## config.mk

```make
export PLATFORM = sky130hd
export DESIGN_NAME = tx_frame_scheduler
export DESIGN_NICKNAME = d
export VERILOG_FILES = /design/src/rtl/net_tx_pkg.sv /design/src/rtl/keepalive_timer.sv /design/src/rtl/tx_frame_scheduler.sv
export SDC_FILE = /design/constraint.sdc
export NUM_CORES = 1
export LEC_CHECK = 0
export ABC_AREA = 1
export ABC_CLOCK_PERIOD_IN_PS = 2670
export CAP_MARGIN = 5
export CORE_MARGIN = 2
export CORE_UTILIZATION = 31
export CTS_BUF_LIST = sky130_fd_sc_hd__clkbuf_4 sky130_fd_sc_hd__clkbuf_8 sky130_fd_sc_hd__clkbuf_16
export DETAILED_ROUTE_END_ITERATION = 8
export GPL_ROUTABILITY_DRIVEN = 0
export PLACE_DENSITY_LB_ADDON = 0.25
export SETUP_SLACK_MARGIN = 0.05
export SYNTH_ARGS = -nofsm -noshare
export SYNTH_HDL_FRONTEND = slang
export SYNTH_SLANG_ARGS = --single-unit
```

## constraint.sdc

```tcl
create_clock -name clk -period 2.67 [get_ports clk]
set_input_delay 0.4005 -clock clk [delete_from_list [all_inputs] [get_ports clk]]
set_output_delay 0.4005 -clock clk [all_outputs]
set_load 0.01 [all_outputs]
```

## src/rtl/net_tx_pkg.sv

```systemverilog
// net_tx_pkg: shared types and constants for the UDP transmit scheduler.
//   frame_type_t  - header type nibble (BTN/TEST/KA)
//   sched_state_t - scheduler FSM states
//   TEST_PATTERN  - payload words cycled by test frames
package net_tx_pkg;
    localparam int TYPE_W = 4;
    localparam int SEQ_W  = 12;
    typedef enum logic [TYPE_W-1:0] {
        FT_BTN  = 4'd1,
        FT_TEST = 4'd2,
        FT_KA   = 4'd3
    } frame_type_t;
    typedef enum logic [1:0] {ST_IDLE, ST_SEND, ST_GAP} sched_state_t;
    localparam logic [15:0] TEST_PATTERN [4] = '{16'hABCD, 16'h6969, 16'hFFFF, 16'h0420};
endpackage

```

## src/rtl/keepalive_timer.sv

```systemverilog
// keepalive_timer: idle-cycle counter that pulses expire every CYCLES running cycles.
//   Built only when TX_KEEPALIVE_EN is defined.
//   clk, rst (async, active-high), run (count enable), clear (restart count),
//   expire (combinational pulse in the cycle the count reaches CYCLES-1).
`ifdef TX_KEEPALIVE_EN
module keepalive_timer #(
    parameter int CYCLES = 2_500_000
) (
    input  logic clk,
    input  logic rst,
    input  logic run,
    input  logic clear,
    output logic expire
);
    localparam int W = (CYCLES > 2) ? $clog2(CYCLES) : 1;
    logic [W-1:0] cnt;
    assign expire = run && !clear && (cnt == W'(CYCLES - 1));
    always_ff @(posedge clk or posedge rst) begin
        if (rst)
            cnt <= '0;
        else if (clear || expire)
            cnt <= '0;
        else if (run)
            cnt <= cnt + 1'b1;
    end
endmodule
`endif

```

## src/rtl/tx_frame_scheduler.sv

```systemverilog
// tx_frame_scheduler: arbitrates button, test and keepalive sources onto the UDP tx AXI stream.
//   clk (eth_refclk), rst (async, active-high)
//   btn_valid/btn_data - controller samples; test_req - debounced test button level
//   axiov/axiod        - fixed-length 16-bit word burst to network_stack_tx
//   busy               - high during SEND and GAP
//   frame_count        - frames fully sent (wraps); coalesce_count - overwritten button changes (saturates)
//   Optional keepalive source enabled by defining TX_KEEPALIVE_EN.
module tx_frame_scheduler
    import net_tx_pkg::*;
#(
    parameter int PAYLOAD_WORDS    = 16,
    parameter int GAP_CYCLES       = 64,
    parameter int KEEPALIVE_CYCLES = 2_500_000
) (
    input  logic        clk,
    input  logic        rst,
    input  logic        btn_valid,
    input  logic [7:0]  btn_data,
    input  logic        test_req,
    output logic        axiov,
    output logic [15:0] axiod,
    output logic        busy,
    output logic [15:0] frame_count,
    output logic [7:0]  coalesce_count
);
    localparam int WW = $clog2(PAYLOAD_WORDS);
    localparam int GW = $clog2(GAP_CYCLES + 1);

    if (PAYLOAD_WORDS < 2 || GAP_CYCLES < 1 || KEEPALIVE_CYCLES < 2) begin : g_bad_params
        $error("tx_frame_scheduler: illegal parameter value");
    end

    sched_state_t     state;
    frame_type_t      f_type, g_type;
    logic [7:0]       f_snap, g_snap, btn_last, btn_snap, ka_snap;
    logic [SEQ_W-1:0] seq;
    logic [WW-1:0]    widx;
    logic [GW-1:0]    gcnt;
    logic [1:0]       pidx;
    logic             btn_pending, test_pending, ka_pending, test_prev;
    logic             btn_event, test_edge, test_block, grant, grant_btn, grant_test;
    logic [15:0]      nxt_word;

    assign btn_event  = btn_valid && (btn_data != btn_last);
    assign test_edge  = test_req && !test_prev;
    // A test edge is dropped while one is queued or a test frame is still on the wire.
    assign test_block = test_pending || (state != ST_IDLE && f_type == FT_TEST);
    assign grant      = (state == ST_IDLE) && (btn_pending || test_pending || ka_pending);
    assign g_type     = btn_pending ? FT_BTN : test_pending ? FT_TEST : FT_KA;
    assign g_snap     = btn_pending ? btn_snap : ka_snap;
    assign grant_btn  = grant && btn_pending;
    assign grant_test = grant && !btn_pending && test_pending;
    assign nxt_word   = (f_type == FT_TEST) ? TEST_PATTERN[pidx] : {f_snap, f_snap};

`ifdef TX_KEEPALIVE_EN
    logic ka_expire;
    keepalive_timer #(.CYCLES(KEEPALIVE_CYCLES)) u_ka_timer (
        .clk    (clk),
        .rst    (rst),
        .run    (state == ST_IDLE),
        .clear  (grant),
        .expire (ka_expire)
    );
    // Any grant retires the keepalive: a button or test frame already proves the link is alive.
    always_ff @(posedge clk or posedge rst) begin
        if (rst) begin
            ka_pending <= 1'b0;
            ka_snap    <= 8'h00;
        end else if (grant) begin
            ka_pending <= 1'b0;
        end else if (ka_expire) begin
            ka_pending <= 1'b1;
            ka_snap    <= btn_last;
        end
    end
`else
    assign ka_pending = 1'b0;
    assign ka_snap    = 8'h00;
`endif

    // Source capture; a new button change in the grant cycle re-arms btn_pending.
    always_ff @(posedge clk or posedge rst) begin
        if (rst) begin
            btn_last       <= 8'h00;
            btn_snap       <= 8'h00;
            btn_pending    <= 1'b0;
            coalesce_count <= 8'h00;
            test_prev      <= 1'b0;
            test_pending   <= 1'b0;
        end else begin
            test_prev <= test_req;
            if (btn_event) begin
                btn_last    <= btn_data;
                btn_snap    <= btn_data;
                btn_pending <= 1'b1;
                if (btn_pending && !grant_btn && coalesce_count != 8'hFF)
                    coalesce_count <= coalesce_count + 8'd1;
            end else if (grant_btn) begin
                btn_pending <= 1'b0;
            end
            if (grant_test)
                test_pending <= 1'b0;
            else if (test_edge && !test_block)
                test_pending <= 1'b1;
        end
    end

    // Frame FSM with registered stream outputs; axiod always carries the word for the current cycle.
    always_ff @(posedge clk or posedge rst) begin
        if (rst) begin
            state       <= ST_IDLE;
            axiov       <= 1'b0;
            axiod       <= 16'h0000;
            busy        <= 1'b0;
            frame_count <= 16'h0000;
            seq         <= '0;
            widx        <= '0;
            gcnt        <= '0;
            pidx        <= 2'd0;
            f_type      <= FT_BTN;
            f_snap      <= 8'h00;
        end else begin
            case (state)
                ST_IDLE: if (grant) begin
                    state  <= ST_SEND;
                    axiov  <= 1'b1;
                    busy   <= 1'b1;
                    axiod  <= {g_type, seq};
                    f_type <= g_type;
                    f_snap <= g_snap;
                    widx   <= '0;
                    pidx   <= 2'd0;
                end
                ST_SEND: if (widx == WW'(PAYLOAD_WORDS - 1)) begin
                    state       <= ST_GAP;
                    axiov       <= 1'b0;
                    axiod       <= 16'h0000;
                    seq         <= seq + 1'b1;
                    frame_count <= frame_count + 16'd1;
                    gcnt        <= '0;
                end else begin
                    axiod <= nxt_word;
                    widx  <= widx + 1'b1;
                    pidx  <= pidx + 2'd1;
                end
                ST_GAP: if (gcnt == GW'(GAP_CYCLES - 1)) begin
                    state <= ST_IDLE;
                    busy  <= 1'b0;
                end else begin
                    gcnt <= gcnt + 1'b1;
                end
                default: state <= ST_IDLE;
            endcase
        end
    end
endmodule

```

==> flow_metrics.py <==
metrics = {
    "outcome": {
        "run_status": "finished, final reports clean",
    },
    "synth": {
        "synth_area_leader_cell": "dfrtp_1",
        "synth_edf_count": 0,
        "synth_warnings": 0,
        "synth_cell_type_count": 36,
        "synth_flop_cell": "dfrtp_1",
        "synth_seq_cells": 90,
        "yosysSeqAreaShare_pct": 51.6,
        "syn-instance-count": 508,
        "synthDominantCellAreaShare_pct": 51.0,
        "synth_area_mm2": 0.00437,
        "async_reset_ff_share_pct": 100,
        "syn_area_per_cell_um2": 8.60,
        "synthTopCellsByArea": "dfrtp_1 (51%), nand2_1 (13%), o21ai_0 (4.4%), inv_1 (4.2%), nor2_1 (3.5%)",
        "synth_fp_nets": 528,
    },
    "route": {
        "vias_per_cell": 4.63,
        "drt-total-wl_mm": 9.71,
        "wire_per_inst_um": 12.9,
        "drc": 0,
        "ant_nets": 0,
        "num_vias": 3475,
        "drtIter0Drc": 204,
        "first_pass_iters": 4,
    },
    "die": {
        "core_mm2": 0.0138,
        "io_pins": 54,
        "die_h_um": 123,
        "dieArea_mm2": 0.0151,
        "fp-row-count": 43,
        "start_util_pct": 31.6,
        "die_width_um": 123,
    },
    "timing": {
        "setup_viol": 0,
        "report.final.slew_viol_count": 0,
        "worst_slack_ns": 0.838,
        "worst_pin_slew_ns": 0.647,
        "fmax_mhz": 546,
        "final_hold_viol_count": 0,
        "min_period_ns": 1.83,
        "fin_skew_ns": 0.00379,
        "tns_ns": 0,
        "rsz0062_at_grt": "no",
        "relSlewSlack_pct": 56.8,
        "fin_crit_sh_pct": 68.6,
    },
    "layout": {
        "seq_area_mm2": 0.00225,
        "drive_gt1_share_pct": 7.01,
        "fillers": 1386,
        "multi_input_comb_area_mm2": 0.00186,
        "fin_util_pct": 39.2,
        "diodes": 0,
        "syn_to_final_growth_pct": 24.0,
        "nets": 586,
    },
    "cts": {
        "numCtsBuffers": 9,
        "cts_hold_buf": 0,
        "clk_latency_ns": 0.34,
        "post_cts_buffers": 0,
        "cts_tree": "built",
        "htree_levels": 3,
        "numClockSinks": 90,
        "cts-root-buf": "clkbuf_16",
        "max-clock-path-buffers": 2,
        "clk_transition_reported_paths_ns": 0.06,
        "cts-resized-gates": 0,
    },
    "flow_run": {
        "cap_violations": 0,
    },
    "worst_setup_path": {
        "cp_common_cell": "nand2_1",
        "slowest_stage": "clkdlybuf4s50_1",
        "path_max_fanout": 15,
        "start_kind": "primary input",
        "worst_ep_arrival_time_ns": 2.04,
        "required_ns": 2.88,
        "cp_slowest_stage_delay_ns": 0.47,
        "crit_chain": "clkdlybuf4s50_1 -> inv_1 -> nand2_1 -> nand2_1 -> nand2_1 -> nor2_1 -> nand2_1 -> nand2_1 -> nand2_1 -> o21ai_0",
        "critPathBufInv": 2,
        "crit_type": "primary input to flop",
        "cp-end-kind": "flop",
        "cp_top_family": "simple AND/OR/NAND/NOR gates",
    },
    "placement": {
        "dp_hpwl_mm": 7.12,
        "portBuffers": 53,
        "post-place-ws_ns": 0.471,
    },
    "power": {
        "ir_drop_uv": 262,
        "p_per_area_mw_per_mm2": 553,
        "p_leak_nw": 2.59,
    },
    "global_route": {
        "grt_max_degree": 43,
        "grt_pass1_vias": 3432,
        "globalRoute.totalOverflow": 0,
        "grt_antenna_before_repair": 0,
        "grtUsageTotal_pct": 14.3,
        "grt_pass1_wl_mm": 16.7,
    },
    "worst_hold_path": {
        "hp-class": "flop to flop",
    },
}
[placed cells by master (no fill, tap or decap), types with 3 or more instances in the layout]
cell             instances
nor2_1                  41
nor2_4                   3
o21ai_0                 38
nand4_1                 11
o21ai_1                  4
clkbuf_8                 4
nand2_4                  3
nand2_1                148
nor3_1                   5
nand3b_1                 3
nand3_1                 24
inv_1                   48
dfrtp_1                 89
o22ai_1                  3
xnor2_1                 16
a21oi_1                 18
clkdlybuf4s50_1         53
ha_1                     8
clkbuf_16                9
xor2_1                  17
[layer usage]
layer,GRT usage [%],wire length [um],up-vias
li1,-,-,1745
met1,19.3,4630,1639
met2,21.5,4240,74
met3,4.55,645,17
met4,5.17,192,0
met5,0,0,-
[logic make-up after synthesis]
family	after synthesis	synth area share, %
DFF	90	51.6
AOI/OAI and AO/OA	70	8.70
xor gates and xnor gates	33	6.61
adders and majority gates	8	2.29
buffers and inverters	62	5.93
and+or+nand+nor	245	24.9
[Yosys cell counts, types with 4 or more instances]
library cell / count
ha_1: 8
xor2_1: 17
o21ai_0: 38
nand2_1: 148
buf_2: 4
nor2_1: 41
inv_1: 49
nand4_1: 11
nand3_1: 24
nor3_1: 5
o21ai_1: 4
xnor2_1: 16
a21oi_1: 18
dfrtp_1: 89
[through the flow]
stage	cells	instance area [um^2]	total power, W	hold slack [ns]
global route	751	5420	0.00315	0.515
CTS	751	5420	0.00304	0.473
global placement	735	5120	0.00176	0.454
floorplan	508	4370	0.00164	0.432
finish	751	5420	0.00300	0.470
detailed placement	735	5120	0.00177	0.458
[flip-flops by register name, summed over array words and instances, names as in the netlist, 2 cells and up]
signal / flops
axiod: 16
frame_count: 16
seq: 12
btn_snap: 8
coalesce_count: 8
f_snap: 8
gcnt: 7
widx: 4
f_type: 2
pidx: 2
state: 2
[where the power goes]
group / total, W / internal (W) / leakage (nW) / switching, W
sequential: 0.00147 / 0.00141 / 1.16 / 0.0000604
combinational: 0.000266 / 0.000136 / 1.29 / 0.000131
clock: 0.00126 / 0.000733 / 0.148 / 0.000527
[worst register-to-register path, cell delays in order (launching register included)]
cell     delay (ns)
dfrtp_1        0.43
ha_1           0.26
nand2_1        0.08
nor2_1         0.05
nand2_1        0.07
nor2_1         0.05
nor2_2         0.30
nand3_2        0.24
nand2_1        0.13
nand2_1        0.06
[cell type report]
cell class	count	share of cell area, %
inverter	54	3.92
multi-input combinational	356	34.3
timing repair buffer	55	10.5
clock inverter	3	0.392
clock buffer	13	5.17
sequential	90	41.6
tap	180	4.15
[worst paths after layout]
path	slack (ns)	cells past startpoint	from	to
worst min register to register	0.47	2	f_snap[3]$_DFFE_PP0P_	f_snap[3]$_DFFE_PP0P_
min in group asynchronous	0.50	2	rst	coalesce_count[1]$_DFFE_PP0P_
max in group asynchronous	1.56	3	rst	gcnt[0]$_DFFE_PP0P_
worst min-delay path	0.47	2	f_snap[3]$_DFFE_PP0P_	f_snap[3]$_DFFE_PP0P_
worst max-delay path	0.84	10	btn_data[4]	btn_snap[1]$_DFFE_PP0P_
worst max register to register	0.89	9	coalesce_count[0]$_DFFE_PP0P_	coalesce_count[1]$_DFFE_PP0P_
Power figures use the tool's default switching activity.
